### config.mk
export PLATFORM = sky130hd
export DESIGN_NAME = serial_adder
export DESIGN_NICKNAME = d
export VERILOG_FILES = /design/src/rtl/serial_adder_pkg.sv /design/src/rtl/serial_adder_full_adder.sv /design/src/rtl/serial_adder.sv
export SDC_FILE = /design/constraint.sdc
export NUM_CORES = 1
export LEC_CHECK = 0
export ABC_CLOCK_PERIOD_IN_PS = 2400
export BUFFER_PORTS_ARGS = -buffer_cell sky130_fd_sc_hd__buf_2
export CORE_AREA = 4 4 67 69
export DETAILED_ROUTE_END_ITERATION = 10
export DIE_AREA = 0 0 71 73
export PLACE_DENSITY = 0.74
export SYNTH_ARGS = -nofsm -noshare
export SYNTH_HDL_FRONTEND = slang
export SYNTH_SLANG_ARGS = --single-unit
export TNS_END_PERCENT = 1
### constraint.sdc
create_clock -name clk -period 2.4 [get_ports clk]
set_input_delay 0.24 -clock clk [delete_from_list [all_inputs] [get_ports clk]]
set_output_delay 0.24 -clock clk [all_outputs]
set_load 0.1 [all_outputs]
### src/rtl/serial_adder_pkg.sv
// Shared definitions for the serial ALU family: FSM state encoding and
// the counter-width helper.
package serial_adder_pkg;

   typedef enum logic [1:0] {
      ST_IDLE = 2'd0,
      ST_RUN  = 2'd1,
      ST_DONE = 2'd2
   } state_e;

   // Bit counter width: clog2 of the operand width, never below one bit.
   function automatic int cnt_width(input int width);
      return (width > 1) ? $clog2(width) : 1;
   endfunction

endpackage

### src/rtl/serial_adder_full_adder.sv
// One-bit full adder cell; the only place in the serial adder where
// sum and carry are computed.
module full_adder (
   input  logic x,
   input  logic y,
   input  logic ci,
   output logic s,
   output logic co
);

   assign s  = x ^ y ^ ci;
   assign co = (x & y) | (ci & (x ^ y));

endmodule

### src/rtl/serial_adder.sv
// Bit-serial adder: operands are shifted LSB-first through a single
// full_adder cell with a registered carry, one bit per clock.
module serial_adder
   import serial_adder_pkg::*;
#(
   parameter int WIDTH = 8
) (
   input  logic             clk,
   input  logic             rst,
   input  logic             in_valid,
   output logic             in_ready,
   input  logic [WIDTH-1:0] a,
   input  logic [WIDTH-1:0] b,
   input  logic             cin,
   output logic             out_valid,
   input  logic             out_ready,
   output logic [WIDTH-1:0] z,
   output logic             cout
);

   localparam int CNT_W = cnt_width(WIDTH);
   localparam logic [CNT_W-1:0] CNT_LAST = CNT_W'(WIDTH - 1);

   state_e           state_q, state_d;
   logic [WIDTH-1:0] a_sh_q, a_sh_d;
   logic [WIDTH-1:0] b_sh_q, b_sh_d;
   logic [WIDTH-1:0] r_sh_q, r_sh_d;
   logic [CNT_W-1:0] cnt_q, cnt_d;
   logic             carry_q, carry_d;
   logic [WIDTH-1:0] z_q, z_d;
   logic             cout_q, cout_d;
   logic             in_ready_q, in_ready_d;
   logic             out_valid_q, out_valid_d;
   logic             sum_bit;
   logic             cell_co;

   // Shift right by one and insert the new bit at the MSB; written this
   // way so WIDTH=1 needs no special-cased slice.
   function automatic logic [WIDTH-1:0] shift_in(input logic [WIDTH-1:0] r,
                                                 input logic            bit_in);
      logic [WIDTH-1:0] t;
      t = r >> 1;
      t[WIDTH-1] = bit_in;
      return t;
   endfunction

   full_adder u_cell (
      .x  (a_sh_q[0]),
      .y  (b_sh_q[0]),
      .ci (carry_q),
      .s  (sum_bit),
      .co (cell_co)
   );

   always_comb begin
      state_d = state_q;
      a_sh_d  = a_sh_q;
      b_sh_d  = b_sh_q;
      r_sh_d  = r_sh_q;
      cnt_d   = cnt_q;
      carry_d = carry_q;
      z_d     = z_q;
      cout_d  = cout_q;

      case (state_q)
         ST_IDLE: begin
            if (in_valid && in_ready_q) begin
               a_sh_d  = a;
               b_sh_d  = b;
               carry_d = cin;
               cnt_d   = '0;
               state_d = ST_RUN;
            end
         end
         ST_RUN: begin
            a_sh_d  = a_sh_q >> 1;
            b_sh_d  = b_sh_q >> 1;
            r_sh_d  = shift_in(r_sh_q, sum_bit);
            carry_d = cell_co;
            cnt_d   = cnt_q + 1'b1;
            if (cnt_q == CNT_LAST) begin
               z_d     = shift_in(r_sh_q, sum_bit);
               cout_d  = cell_co;
               state_d = ST_DONE;
            end
         end
         ST_DONE: begin
            if (out_ready) begin
               state_d = ST_IDLE;
            end
         end
         default: state_d = ST_IDLE;
      endcase

      // Handshake outputs are registered from the next state so no input
      // reaches them combinationally.
      in_ready_d  = (state_d == ST_IDLE);
      out_valid_d = (state_d == ST_DONE);
   end

   always_ff @(posedge clk) begin
      if (rst) begin
         state_q     <= ST_IDLE;
         a_sh_q      <= '0;
         b_sh_q      <= '0;
         r_sh_q      <= '0;
         cnt_q       <= '0;
         carry_q     <= 1'b0;
         z_q         <= '0;
         cout_q      <= 1'b0;
         in_ready_q  <= 1'b0;
         out_valid_q <= 1'b0;
      end else begin
         state_q     <= state_d;
         a_sh_q      <= a_sh_d;
         b_sh_q      <= b_sh_d;
         r_sh_q      <= r_sh_d;
         cnt_q       <= cnt_d;
         carry_q     <= carry_d;
         z_q         <= z_d;
         cout_q      <= cout_d;
         in_ready_q  <= in_ready_d;
         out_valid_q <= out_valid_d;
      end
   end

   assign in_ready  = in_ready_q;
   assign out_valid = out_valid_q;
   assign z         = z_q;
   assign cout      = cout_q;

endmodule

==> results of run 1 <==
==> cell usage after synthesis <==
library cell and count:
fa_1 1, or3b_2 1, mux2_2 2, inv_1 2, nor3_1 1, or3_1 1, buf_6 3, nand2b_4 1
nand3b_1 1, o21bai_1 15, nand3_1 9, buf_2 6, mux2i_1 1, a21oi_2 1, ha_1 2, nor2_1 1
nor4bb_1 1, clkbuf_1 9, mux2_4 13, nor2b_1 1, o311a_1 15, nand2_1 27, a21oi_1 24, dfxtp_1 40
o21ai_0 6, and2_1 1
==> critical path: stages (launching register included) <==
cell      delay [ns]
dfxtp_1         0.55
nand2b_4        0.43
mux2_2          0.38
o311a_1         0.28
==> stage by stage <==
step                hold WS, ns  util, %  worst slack, ns  power (mW)  area (um2)
floorplan                 0.380        -            0.566       0.901        1810
global placement          0.441     50.2            0.663       0.937        1960
detailed placement        0.443     50.2            0.648       0.941        1960
CTS                       0.195     52.0            0.639        1.33        2030
global route              0.212     52.0            0.539        1.38        2030
finish                    0.202     52.0            0.653        1.31        2030
==> cells by family after synthesis <==
logic type | after synthesis | share of synthesized area, %
flops | 40 | 44.1
buf+inv | 20 | 5.79
simple gates | 45 | 11.8
compound gates | 61 | 23.2
mux | 16 | 12.6
fa+ha+maj | 3 | 2.48
==> sequential cells by signal, summed over array words and instances (netlist names), 2 cells and up <==
name / cells
cnt_q: 3
state_q: 2
r_sh_q: 7
a_sh_q: 8
z: 8
b_sh_q: 8
==> area by class of cell <==
cell class,count,area (um2)
Timing Repair Buffer,35,185
Multi-Input combinational cell,125,908
Sequential cell,40,801
Tap cell,50,62.6
Fill cell,390,1880
Clock buffer,5,68.8
Inverter,2,7.51
==> power groups by stage <==
stage	clock network, mW	logic (mW)	registers, mW
floorplan	0	0.161	0.740
global placement	0	0.201	0.736
detailed placement	0	0.204	0.737
CTS	0.404	0.205	0.722
global route	0.427	0.222	0.727
finish	0.385	0.204	0.722
==> layer usage <==
layer  wire, um  vias to the layer above
met2       1620                       22
li1           -                      712
met5          0                        -
met4         27                        0
met3        131                        2
met1       1670                      656
==> path summary, 6_finish.rpt <==
| path | to | slack, ns | cells after the start |
|---|---|---|---|
| worst min-delay path | b_sh_q[7] | 0.20 | 3 |
| worst max-delay path | a_sh_q[5] | 0.65 | 3 |
| worst min register to register | z[3] | 0.45 | 2 |
| worst max register to register | a_sh_q[5] | 0.65 | 3 |
==> metrics.cfg, run 1 <==
[clocking]
path_clk_slew_ns = 0.07
cts_tree = yes
cts_resized = 0
cts_root_buf = clkbuf_8
cts_setup_buffers = 0
postCtsHoldBufs = 0
clk_latency_ns = 0.28
cts_inserted_buffers = 5
htree_levels = 2
clock_sinks = 40
clock_path_buffers = 2

[floorplan]
coreArea_mm2 = 0.00391
dieHeight_um = 73
ioPinCount = 32
row_count = 23
dieWidth_um = 71
dieArea_mm2 = 0.00518
start_util_pct = 46.4

[drt]
vias_per_cell = 5.42
dr.pass1.iters = 4
drc = 0
ant_nets = 0
routed_wl_mm = 3.45
num_vias = 1392
wl_per_cell_um = 13.4
drtIter0Drc = 65

[pwr]
powerDensity_mw_per_mm2 = 645
comb_power_share_pct = 15.5
clkPwrFrac_pct = 29.4
seq_power_share_pct = 55.1
internal_power_mw = 0.992
p_leak_nw = 0.866
vdd_drop_max_v = 0.000325
switching_power_mw = 0.319
p_sw_share_pct = 24.3

[placement]
port_buffers = 31
dp.cells = 252
hpwl_mm = 2.27
globalplace.congestion = 0.712

[yosys]
avgSynthCellArea_um2 = 9.81
ys_seq_elements = 40
yosysTopAreaCell = dfxtp_1
syn_inst = 185
synth_top_area_share_pct = 44.1
post_synth_num_cell_types = 26
ys_warn_count = 0
syn_nets = 209
yosysSeqAreaShare_pct = 44.1
synthTopCellsByArea = dfxtp_1 44%, mux2_4 11%, o311a_1 8.3%
syn_area_mm2 = 0.00181

[timing]
clock_skew_ns = 0.00418
finalCritPeriodShare_pct = 72.8
slew_violations = 0
rsz0062_at_grt = no
setup_viol = 0
finalHoldViolations = 0
timing.final.crit_period_ns = 1.75
slew_headroom_pct = 63.2
fmax_mhz = 573
worstMarginPinSlew_ns = 0.544
tns_ns = 0

[global_routing]
grt_util_met3_pct = 3.99
grtUsageTotal_pct = 14.2
grt_util_met1_pct = 18.2
grt_max_degree = 36
grt_pass1_wl_mm = 5.84
grt_busiest_layer = met2
antenna_found_initial = 0
use_met2_pct = 22.5
grt_overflow = 0
first_global_vias = 1308

[cells_and_area]
insertedDiodeCount = 0
final_common_cell = dfxtp_1
drive_gt1_share_pct = 28.0
syn2layout_area_growth_pct = 12.1
layout_common_cells = 40 x dfxtp_1, 31 x buf_2, 27 x nand2_1, 24 x a21oi_1
fin_nets = 233
stdcell_count = 257

[run_status]
status = complete, no violations

[setup_path]
cp-start-kind = register
critical_path_class = reg -> reg
endpoint_kind = register
arrival_ns = 1.92
crit_required_ns = 2.57
r2r_start = state_q[1]
path_max_fanout = 22
worstSetupStartpoint = state_q[1]

[min_path]
hold_path_class = in -> reg
hp-start = b[7]

[run]
maxCapViolCount = 0

Power figures use the tool's default switching activity.
==> inputs of run 2 (changes only) <==
Settings changed: ABC_CLOCK_PERIOD_IN_PS 2400 to 1660.
Clock period 2.4 ns to 1.66 ns, I/O delays scaled along.
==> metrics.cfg, run 2 (synthesis results as in run 1) <==
[setup_path]
r2r_setup_slack_ns = 0.10
r2r_start = state_q[1]
reg2reg_to = a_sh_q[5]
critical_path_class = reg -> reg
arrival_ns = 1.73
path_max_fanout = 22
endpoint_kind = register
cp-start-kind = register
ff2ff_path_depth = 3
crit_required_ns = 1.83

[run_status]
status = complete, no violations

[placement]
globalplace.congestion = 0.693
port_buffers = 31
hpwl_mm = 2.27

[global_routing]
first_global_vias = 1261
grt_pass1_wl_mm = 5.81
grt_max_degree = 36
grtUsageTotal_pct = 14.2
grt_overflow = 0
antenna_found_initial = 0

[pwr]
powerDensity_mw_per_mm2 = 956
vdd_drop_max_v = 0.000538
p_leak_nw = 0.897

[timing]
rsz0062_at_grt = no
hold_slack_ns = 0.128
tns_ns = 0
slew_violations = 0
worstMarginPinSlew_ns = 0.667
timing.final.crit_period_ns = 1.56
fmax_mhz = 642
slew_headroom_pct = 55.4
finalHoldViolations = 0
clock_skew_ns = 0.00208
finalCritPeriodShare_pct = 93.8
setup_viol = 0

[drt]
vias_per_cell = 5.30
wl_met2_mm = 1.64
drtIter0Drc = 59
dr.pass1.iters = 4
wl_per_cell_um = 13.4
drc = 0
ant_nets = 0
dr.max_layer_used = met4
met1_length_mm = 1.66
routed_wl_mm = 3.52
wl_met3_um = 166
num_vias = 1393

[cells_and_area]
multi_input_area_um2 = 911
insertedDiodeCount = 0
fin_nets = 236
fillers = 383
drive_gt1_share_pct = 30.0
seq_area_um2 = 802
syn2layout_area_growth_pct = 15.4
fin_util_pct = 53.5
layout_common_cells = 39 x dfxtp_1, 31 x buf_2, 27 x nand2_1, 24 x a21oi_1
final_common_cell = dfxtp_1

[min_path]
hold_path_class = in -> reg
hp-start = a[7]
hold_depth = 3
whs_endpoint = a_sh_q[7]

[clocking]
clock_sinks = 40
cts_inserted_buffers = 5
path_clk_slew_ns = 0.07
cts_root_buf = clkbuf_8
clk_latency_ns = 0.28
postCtsHoldBufs = 0
cts_tree = yes
clock_path_buffers = 2
htree_levels = 2
cts_setup_buffers = 0

[floorplan]
dieWidth_um = 71
start_util_pct = 46.4
ioPinCount = 32
dieHeight_um = 73
dieArea_mm2 = 0.00518
coreArea_mm2 = 0.00391
row_count = 23

[run]
maxCapViolCount = 0

-- run 2: cell types whose count changed in the layout (fill, tap and decap cells not counted) --
cell      previous run  this run
buf_12               0         1
dfxtp_1             40        39
nor2b_1              1         0
nor2b_2              0         1
clkbuf_1             0         2
dfxtp_2              0         1
clkbuf_8             5         6
buf_4                4         6
-- run 2: per-layer routing --
metal  GRT usage, %  up-vias
met5              0        -
met4           5.64        0
met3           4.82        6
met2           21.3       25
met1           18.9      636
li1               -      726
-- run 2: stage by stage --
step | instances | setup WS [ns] | power [mW] | area (um2)
after floorplan | 185 | 0.187 | 1.30 | 1820
after global placement | 255 | 0.0207 | 1.37 | 2000
after detailed placement | 255 | 0.0263 | 1.37 | 2000
after CTS | 263 | 0.0926 | 2.02 | 2090
after global routing | 263 | 0.0253 | 2.10 | 2090
final | 263 | 0.103 | 2.00 | 2090
-- run 2: worst max-delay path by stage --
stage	from	end	slack, ns	depth (start not counted)
after detailed placement	state_q[1]	z[7]	0.03	3
after global routing	state_q[1]	a_sh_q[4]	0.03	3
final	state_q[1]	a_sh_q[5]	0.10	3
after CTS	state_q[1]	a_sh_q[5]	0.09	3
after global placement	state_q[0]	z[0]	0.02	3
after floorplan	in_ready	a_sh_q[0]	0.19	3
-- run 2: timing repair --
action,in CTS,in global routing
hold endpoints to repair,0,0
setup endpoints to repair,1,0
gates resized for setup,1,0
-- run 2: layout make-up --
type,count,share of cell area [%]
Clock buffer,8,4.30
Tap cell,50,2.99
Sequential cell,40,38.3
Inverter,2,0.359
Multi-Input combinational cell,125,43.5
Timing Repair Buffer,38,10.5
-- run 2: critical path, stage by stage (launching register included) --
cell	delay, ns
dfxtp_1	0.39
nand2b_4	0.39
mux2_2	0.38
o311a_1	0.29
-- run 2: report_power, final --
group / internal (mW) / leakage (nW) / switching [mW]
Clock: 0.339 / 0.0455 / 0.313
Sequential: 1.01 / 0.326 / 0.0266
Combinational: 0.163 / 0.525 / 0.147
==> inputs of run 3 (changes only) <==
Settings changed: ABC_AREA set to 1.
==> metrics.cfg, run 3 <==
[run_status]
status = complete, no violations

[drt]
routed_wl_mm = 4.02
ant_nets = 0
drc = 0
dr.pass1.iters = 4
wl_per_cell_um = 11.7
vias_per_cell = 4.87
num_vias = 1669
drtIter0Drc = 161

[floorplan]
dieWidth_um = 71
dieHeight_um = 73
coreArea_mm2 = 0.00391
dieArea_mm2 = 0.00518
ioPinCount = 32
row_count = 23
start_util_pct = 46.0

[clocking]
cts_inserted_buffers = 5
clock_path_buffers = 2
cts_tree = yes
clk_latency_ns = 0.29
cts_root_buf = clkbuf_8
cts_resized = 0
cts_setup_buffers = 0
postCtsHoldBufs = 0
clock_sinks = 40
htree_levels = 2
path_clk_slew_ns = 0.08

[min_path]
hold_depth = 3
whs_endpoint = a_sh_q[7]
hp-start = a[7]
hold_path_class = in -> reg

[setup_path]
ff2ff_path_depth = 7
critical_path_class = reg -> reg
r2r_start = cnt_q[0]
crit_required_ns = 1.88
reg2reg_to = in_ready
crit_slowest_cell = dfxtp_1
r2r_setup_slack_ns = 0.18
cp-start-kind = register
endpoint_kind = register
worstPathCellList = ha_1, ha_1, nand2_1, inv_1, nand2_1, nand3_1, a21oi_1
max_stage_delay_ns = 0.33
path_max_fanout = 12
arrival_ns = 1.70

[yosys]
syn_nets = 287
post_synth_num_cell_types = 19
yosysSeqAreaShare_pct = 44.5
syn_area_mm2 = 0.00180
avgSynthCellArea_um2 = 6.84
syn_inst = 263
synth_edf_count = 0
ys_warn_count = 0
synthTopCellsByArea = dfxtp_1 45%, nand2_1 14%, nor2_1 11%
synth_common_cells = 66 x nand2_1, 51 x nor2_1, 40 x dfxtp_1
synthArstFlopShare_pct = 0
ys.flop_type = dfxtp_1
yosysTopAreaCell = dfxtp_1
ys_seq_elements = 40
synth.most_common_cell = nand2_1
synth_top_area_share_pct = 44.5

[placement]
dp_worst_setup_slack_ns = 0.171
globalplace.congestion = 0.779
port_buffers = 31
hpwl_mm = 2.64

[global_routing]
use_met2_pct = 28.7
grt_max_degree = 28
antenna_found_initial = 0
grt_overflow = 0
grt_pass1_wl_mm = 7.05
grt_busiest_layer = met2
grt_util_met1_pct = 20.9
grt_util_met3_pct = 4.96
grtUsageTotal_pct = 17.1
first_global_vias = 1584

[cells_and_area]
drive_gt1_share_pct = 17.7
final_common_cell = nand2_1
fillers = 413
layout_common_cells = 66 x nand2_1, 51 x nor2_1, 39 x dfxtp_1, 36 x nand3_1, 31 x buf_2
fin_nets = 317
syn2layout_area_growth_pct = 14.2
insertedDiodeCount = 0

[timing]
slew_violations = 0
finalHoldViolations = 0
tns_ns = 0
timing.final.crit_period_ns = 1.48
fmax_mhz = 675
slew_headroom_pct = 67.8
worstMarginPinSlew_ns = 0.486
clock_skew_ns = 0.00353
setup_ws_ns = 0.179
rsz0062_at_grt = no
setup_viol = 0
finalCritPeriodShare_pct = 89.2

[run]
maxCapViolCount = 0

[pwr]
powerDensity_mw_per_mm2 = 966
p_leak_nw = 1.02
vdd_drop_max_v = 0.000542
total_power_mw = 1.98

[run 3: cell types whose count changed after synthesis, sizes merged, moves of 2 or more]
cell,previous run,this run
nand3,9,37
o21bai,15,0
a21oi,25,15
nand2,27,68
clkbuf,9,3
nor2,1,53
mux2,15,0
o311a,15,0
o21ai,6,10
buf,9,11
inv,2,22
[run 3: cell families (layout without fill, tap and decap cells)]
family	count (synthesis)	after routing	share of synthesized area (%)
and+or+nand+nor	159	159	36.6
DFF	40	40	44.5
buffers and inverters	36	66	9.39
adders and majority gates	3	3	2.50
AOI/OAI and AO/OA	25	25	6.95
[run 3: how the worst max path moves through the flow]
stage / startpoint / end / slack, ns / depth (start not counted)
after floorplan: in_ready / a_sh_q[0] / 0.30 / 6
after global placement: cnt_q[0] / in_ready / 0.21 / 7
after detailed placement: cnt_q[0] / in_ready / 0.17 / 7
after CTS: cnt_q[0] / in_ready / 0.15 / 7
after global routing: cnt_q[0] / in_ready / 0.0001 / 7
final: cnt_q[0] / in_ready / 0.18 / 7
[run 3: layout make-up]
cell class	count	area [um2]	share of cell area [%]
inverters	22	82.6	4.02
clock buffers	6	72.6	3.53
flip-flops and latches	40	802	39.0
well taps	50	62.6	3.05
multi-input cells	187	830	40.4
repair buffers	37	200	9.74
clock inverters	1	5.00	0.244
[run 3: power breakdown]
part | internal (mW) | switching [mW]
combinational | 0.116 | 0.194
sequential | 1.02 | 0.0384
clock | 0.286 | 0.327
total | 1.42 | 0.560
[run 3: stage by stage]
stage | area [um2] | std cells | hold WS [ns] | util [%]
2_1_floorplan | 1800 | 263 | 0.235 | -
3_3_place_gp | 1980 | 336 | 0.444 | 50.5
3_5_place_dp | 1980 | 336 | 0.451 | 50.5
4_1_cts | 2050 | 343 | 0.140 | 52.5
5_1_grt | 2050 | 343 | 0.156 | 52.5
6_report | 2050 | 343 | 0.147 | 52.5
[run 3: worst max-delay path, delay by kind of cell, from the launching register on]
family                   cells  cell delay, ns
AO/OA/AOI/OAI                1            0.12
adder cells (fa/ha/maj)      2            0.36
buffers and inverters        1            0.06
flip-flops                   1            0.33
AND/OR/NAND/NOR              3            0.54
[run 3: routing by layer]
metal  up-vias  wire length (um)
met5         -                 0
met1       752              1810
met2        32              1960
met3         5               196
li1        880                 -
met4         0                57
